[config.mk]
export PLATFORM = sky130hd
export DESIGN_NAME = cnt_reg_arbiter
export DESIGN_NICKNAME = d
export VERILOG_FILES = /design/src/rtl/cnt_bus_pkg.sv /design/src/rtl/cnt_rr_pick.sv /design/src/rtl/cnt_reg_arbiter.sv
export SDC_FILE = /design/constraint.sdc
export NUM_CORES = 1
export LEC_CHECK = 0
export CORE_UTILIZATION = 36
export DETAILED_ROUTE_END_ITERATION = 8
export PLACE_DENSITY = 0.78
export SLEW_MARGIN = 5
export SYNTH_ARGS = -nofsm -noshare
export SYNTH_HDL_FRONTEND = slang
export SYNTH_SLANG_ARGS = --single-unit
[constraint.sdc]
create_clock -name clk -period 3.41 [get_ports clk]
set_input_delay 0.682 -clock clk [delete_from_list [all_inputs] [get_ports clk]]
set_output_delay 0.682 -clock clk [all_outputs]
set_load 0.01 [all_outputs]
[src/rtl/cnt_bus_pkg.sv]
// Shared definitions for the cnt_top register bus: arbiter states, default
// widths and register address map.
package cnt_bus_pkg;

   typedef enum logic [1:0] {
      ST_IDLE,
      ST_ACC,
      ST_RWAIT,
      ST_DONE
   } arb_state_t;

   localparam int unsigned ADDR_W_DEF = 8;
   localparam int unsigned DATA_W_DEF = 32;

   localparam logic [7:0] REG_ENABLE    = 8'h00;
   localparam logic [7:0] REG_CLEAR     = 8'h01;
   localparam logic [7:0] REG_MODE      = 8'h02;
   localparam logic [7:0] REG_LIMITS_LO = 8'h03;
   localparam logic [7:0] REG_LIMITS_HI = 8'h04;

   // Load value for the read wait counter (it counts down to zero inclusive).
   function automatic int unsigned wait_init(int unsigned rd_wait);
      return (rd_wait == 0) ? 0 : rd_wait - 1;
   endfunction

endpackage

[src/rtl/cnt_rr_pick.sv]
// Combinational round-robin picker: first set request bit at or above ptr,
// wrapping modulo N_REQ; returns one-hot, index and a valid flag.
module cnt_rr_pick #(
   parameter int unsigned N_REQ = 4
) (
   input  logic [N_REQ-1:0]         req,
   input  logic [$clog2(N_REQ)-1:0] ptr,
   output logic [N_REQ-1:0]         onehot,
   output logic [$clog2(N_REQ)-1:0] idx,
   output logic                     valid
);

   localparam int unsigned IDX_W = $clog2(N_REQ);

   int unsigned pos;

   always_comb begin
      onehot = '0;
      idx    = '0;
      valid  = 1'b0;
      pos    = 0;
      for (int unsigned i = 0; i < N_REQ; i++) begin
         pos = (32'(ptr) + i) % N_REQ;
         if (!valid && req[pos]) begin
            valid       = 1'b1;
            idx         = IDX_W'(pos);
            onehot[pos] = 1'b1;
         end
      end
   end

endmodule

[src/rtl/cnt_reg_arbiter.sv]
// Round-robin arbiter serialising N_REQ requesters onto the single cnt_top
// register bus; registered bus outputs, per-requester grant and ack pulses.
module cnt_reg_arbiter
   import cnt_bus_pkg::*;
#(
   parameter int unsigned N_REQ   = 4,
   parameter int unsigned ADDR_W  = ADDR_W_DEF,
   parameter int unsigned DATA_W  = DATA_W_DEF,
   parameter int unsigned RD_WAIT = 0
) (
   input  logic                      clk,
   input  logic                      xrst,
   input  logic [N_REQ-1:0]          req,
   input  logic [N_REQ-1:0]          req_rw,
   input  logic [N_REQ*ADDR_W-1:0]   req_addr,
   input  logic [N_REQ*DATA_W-1:0]   req_wdata,
   output logic [N_REQ-1:0]          gnt,
   output logic [N_REQ-1:0]          ack,
   output logic [DATA_W-1:0]         rd_data,
   output logic                      cs,
   output logic                      rw,
   output logic [ADDR_W-1:0]         addr,
   output logic [DATA_W-1:0]         wdata,
   input  logic [DATA_W-1:0]         rdata
);

   localparam int unsigned IDX_W     = $clog2(N_REQ);
   localparam logic [1:0]  WAIT_INIT = 2'(wait_init(RD_WAIT));

   arb_state_t        state, state_nx;
   logic [IDX_W-1:0]  ptr, ptr_nx, win, win_nx, pick_idx;
   logic [N_REQ-1:0]  pick_onehot, gnt_nx, ack_nx, win_oh;
   logic              pick_valid;
   logic [1:0]        wcnt, wcnt_nx;
   logic              cs_nx, rw_nx, rw_sel;
   logic [ADDR_W-1:0] addr_nx, addr_sel;
   logic [DATA_W-1:0] wdata_nx, wdata_sel, rd_data_nx;

   cnt_rr_pick #(.N_REQ(N_REQ)) u_pick (
      .req    (req),
      .ptr    (ptr),
      .onehot (pick_onehot),
      .idx    (pick_idx),
      .valid  (pick_valid)
   );

   always_comb begin
      addr_sel  = '0;
      wdata_sel = '0;
      rw_sel    = 1'b0;
      for (int unsigned i = 0; i < N_REQ; i++) begin
         if (pick_onehot[i]) begin
            addr_sel  = req_addr[i*ADDR_W +: ADDR_W];
            wdata_sel = req_wdata[i*DATA_W +: DATA_W];
            rw_sel    = req_rw[i];
         end
      end
   end

   always_comb begin
      win_oh      = '0;
      win_oh[win] = 1'b1;
   end

   always_comb begin
      state_nx   = state;
      ptr_nx     = ptr;
      win_nx     = win;
      wcnt_nx    = wcnt;
      gnt_nx     = '0;
      ack_nx     = '0;
      cs_nx      = cs;
      rw_nx      = rw;
      addr_nx    = addr;
      wdata_nx   = wdata;
      rd_data_nx = rd_data;
      case (state)
         ST_IDLE: begin
            if (pick_valid) begin
               state_nx = ST_ACC;
               win_nx   = pick_idx;
               ptr_nx   = (pick_idx == IDX_W'(N_REQ - 1)) ? '0 : pick_idx + 1'b1;
               gnt_nx   = pick_onehot;
               cs_nx    = 1'b1;
               rw_nx    = rw_sel;
               addr_nx  = addr_sel;
               wdata_nx = wdata_sel;
            end
         end
         ST_ACC: begin
            // rw still holds the latched direction of the access in flight
            if (rw || RD_WAIT == 0) begin
               if (!rw) rd_data_nx = rdata;
               cs_nx    = 1'b0;
               rw_nx    = 1'b0;
               ack_nx   = win_oh;
               state_nx = ST_DONE;
            end else begin
               wcnt_nx  = WAIT_INIT;
               state_nx = ST_RWAIT;
            end
         end
         ST_RWAIT: begin
            if (wcnt == 2'd0) begin
               rd_data_nx = rdata;
               cs_nx      = 1'b0;
               ack_nx     = win_oh;
               state_nx   = ST_DONE;
            end else begin
               wcnt_nx = wcnt - 1'b1;
            end
         end
         ST_DONE: begin
            addr_nx  = '0;
            wdata_nx = '0;
            state_nx = ST_IDLE;
         end
         default: state_nx = ST_IDLE;
      endcase
   end

   always_ff @(posedge clk or negedge xrst) begin
      if (!xrst) begin
         state   <= ST_IDLE;
         ptr     <= '0;
         win     <= '0;
         wcnt    <= '0;
         gnt     <= '0;
         ack     <= '0;
         cs      <= 1'b0;
         rw      <= 1'b0;
         addr    <= '0;
         wdata   <= '0;
         rd_data <= '0;
      end else begin
         state   <= state_nx;
         ptr     <= ptr_nx;
         win     <= win_nx;
         wcnt    <= wcnt_nx;
         gnt     <= gnt_nx;
         ack     <= ack_nx;
         cs      <= cs_nx;
         rw      <= rw_nx;
         addr    <= addr_nx;
         wdata   <= wdata_nx;
         rd_data <= rd_data_nx;
      end
   end

endmodule

==> flow_metrics.env <==
export IMPL_final_setup_viol_count=0
export IMPL_reg2reg_slack_ns=0.44
export IMPL_core_mm2=0.0140
export IMPL_wl_um=19100
export IMPL_endpoint_kind="flop"
export IMPL_path_max_fanout=11
export IMPL_skew_ns=0.00817
export IMPL_grt_pass1_vias=5297
export IMPL_relSlewSlack_pct=22.8
export IMPL_grt_total_usage_pct=24.3
export IMPL_swShare_pct=43.1
export IMPL_grt_setup_unrepaired="no"
export IMPL_ys_async_sr_fraction_pct=100
export IMPL_use_met3_pct=6.09
export IMPL_synth_edf_count=0
export IMPL_period_share_pct=94.0
export IMPL_total_power_mw=8.44
export IMPL_htreeDepth=3
export IMPL_antenna_found_initial=0
export IMPL_cp_slowest_cell="mux4_2"
export IMPL_final_common_cell="clkdlybuf4s50_1"
export IMPL_cts_buffer_depth=2
export IMPL_comb_power_share_pct=66.8
export IMPL_cp_start_kind="input port"
export IMPL_ys_seq_area_share_pct=42.9
export IMPL_crit_chain="clkdlybuf4s50_1 > mux4_2 > or3b_4 > a21oi_4 > buf_4 > a2111o_2 > buf_4 > a221oi_1 > o21ai_1"
export IMPL_clk_latency_ns=0.35
export IMPL_setup_worst_path_end="wdata[24]"
export IMPL_cp_top_family="compound AO/OA/AOI/OAI gates"
export IMPL_crit_start="req[1]"
export IMPL_p_switching_mw=3.64
export IMPL_final_cell_mix="clkdlybuf4s50_1 (282), dfrtp_1 (90), nand2_1 (51), or3_1 (41)"
export IMPL_portBuffers=283
export IMPL_yosysUniqueCellTypes=56
export IMPL_max_freq_mhz=312
export IMPL_detail_route_wl_per_cell_um=19.5
export IMPL_p_int_mw=4.80
export IMPL_cts_root_buf="clkbuf_16"
export IMPL_top_usage_layer="met2"
export IMPL_grt_pass1_wl_um=27700
export IMPL_drv_slew=0
export IMPL_cp_depth=9
export IMPL_io_pins=284
export IMPL_syn_nets=724
export IMPL_area_delta_synth_final_pct=66.3
export IMPL_grt_max_degree=91
export IMPL_grt_util_met1_pct=28.2
export IMPL_crit_buf_inv=3
export IMPL_vias_per_cell=5.60
export IMPL_num_vias=5468
export IMPL_cts_tree="built"
export IMPL_dr_pass1_iters=5
export IMPL_overflow=0
export IMPL_p_leak_nw=3.46
export IMPL_ant_nets=0
export IMPL_r2r_end="wdata[24]"
export IMPL_cts_sinks=90
export IMPL_outcome="completed"
export IMPL_holdBufCountCts=0
export IMPL_max_vdd_ir_drop_mv=0.531
export IMPL_syn_area_mm2=0.00525
export IMPL_gp_congestion=0.934
export IMPL_diodes=0
export IMPL_power_density_mw_per_mm2=966
export IMPL_initial_core_util_pct=37.4
export IMPL_worst_slew_pin_slew_ns=1.16
export IMPL_yosysWarnings=0
export IMPL_seq_power_share_pct=22.0
export IMPL_crit_required_ns=3.63
export IMPL_crit_arrival_ns=3.43
export IMPL_min_period_ns=3.21
export IMPL_clkPwrFrac_pct=11.1
export IMPL_num_nets_final=1008
export IMPL_avgSynthCellArea_um2=10.3
export IMPL_timing_rr_start="ptr[1]"
export IMPL_min_delay_path_class="reg -> reg"
export IMPL_cp_common_cell="buf_4"
export IMPL_die_area_mm2=0.0151
export IMPL_dp_final_hpwl_um=14400
export IMPL_finalSetupTns_ns=0
export IMPL_drtIter0Drc=304
export IMPL_hold_violations=0
export IMPL_fp_dieW_um=123
export IMPL_reg2regPathDepth=11
export IMPL_rows=43
export IMPL_synth_seq_cells=90
export IMPL_cpPeakStageDelay_ns=0.55
export IMPL_cts_setup_buffers=0
export IMPL_syn_inst=509
export IMPL_postCtsResizedCells=0
export IMPL_clkSlewWorstSetupHoldPaths_ns=0.07
export IMPL_synth_top_flop_cell="dfrtp_1"
export IMPL_dieHeight_um=123
export IMPL_crit_type="in -> reg"
export IMPL_cts_made_buffers=9
export IMPL_layout_drive_gt1_share_pct=14.4
export IMPL_drc=0
export IMPL_grt_use_met2_pct=41.9
export IMPL_drv_cap=0
export IMPL_nFillCells=1135
## routing by layer
layer,part of all wire [%],routed length (um),vias up
met4,3.3,631,0
met3,8.6,1650,43
met2,50,9600,293
li1,-,-,2521
met5,0,0,-
met1,38,7210,2611
## through the flow
stage	cells	hold WS [ns]	util (%)	setup WS, ns	cell area [um^2]
after floorplan	509	0.386	-	0.156	5250
after global placement	961	0.462	60.2	-0.180	8460
after detailed placement	961	0.468	60.2	-0.208	8460
after CTS	976	0.481	62.2	0.143	8730
after global routing	977	0.502	62.2	0.0846	8740
final	977	0.480	62.2	0.205	8740
## registers in the layout (all words and copies together), names as in the netlist, 2 cells and up, named ones only
register / count
ack: 4
win: 2
rd_data: 32
wcnt: 2
gnt: 4
state: 2
wdata: 32
addr: 8
## worst register-to-register path, stage by stage (launching register included)
cell,delay (ns)
dfrtp_1,0.38
inv_1,0.16
ha_1,0.28
mux4_2,0.30
buf_4,0.17
or3b_4,0.14
a21oi_4,0.08
buf_4,0.16
a2111o_2,0.47
buf_4,0.21
a221oi_1,0.40
o21ai_1,0.10
## Yosys cell counts (all sizes together), types with 2 or more instances
library cell  count  area [um^2]
nand2            51          191
o21ai            56          280
o221ai           40          350
or3              41          257
a21oi            11         77.6
or3b              3         28.8
nor3              4         20.0
a21o              3         22.5
o41ai             2         25.0
o311ai            3         26.3
nor2              8         30.0
clkbuf           25         93.8
a21boi            4         30.0
o31ai             2         15.0
mux4              3         67.6
buf              25          189
mux2             34          383
nor2b             4         25.0
and2              2         12.5
ha               13          163
nor3b             3         22.5
inv              15         56.3
nand2b            3         18.8
a221oi           40          400
o22ai             2         12.5
a2111o            2         23.8
mux2i             2         20.0
dfrtp            90         2250
## power groups by stage
stage | logic (mW) | clock network [mW] | registers, mW
after floorplan | 3.04 | 0 | 2.09
after global routing | 6.10 | 1.00 | 1.92
after CTS | 5.62 | 0.955 | 1.87
final | 5.64 | 0.941 | 1.86
after global placement | 5.49 | 0 | 1.86
after detailed placement | 5.61 | 0 | 1.89
## cell type report
cell class,count,area [um^2],share of cell area [%]
sequential,90,2250,25.8
clock inverter,4,28.8,0.329
multi-input combinational,355,2730,31.3
tap,180,225,2.58
inverter,15,56.3,0.645
clock buffer,11,243,2.78
timing repair buffer,322,3200,36.6
## logic make-up after synthesis
logic type | count (synthesis) | synth area share (%)
xor+xnor | 2 | 0.333
mux | 39 | 8.95
flops | 90 | 42.9
buf+inv | 65 | 6.45
compound gates | 176 | 26.1
simple gates | 124 | 12.2
fa+ha+maj | 13 | 3.10
## worst min path at each step
stage / startpoint / end / slack [ns] / cells past startpoint
final: wdata[11] / wdata[11] / 0.48 / 2
after CTS: wcnt[0] / wcnt[0] / 0.48 / 1
after floorplan: xrst / async pin / 0.39 / 0
after global placement: wcnt[0] / wcnt[0] / 0.46 / 1
after global routing: wcnt[0] / wcnt[0] / 0.50 / 1
after detailed placement: wcnt[0] / wcnt[0] / 0.47 / 1
(Power assumes the default switching activity.)
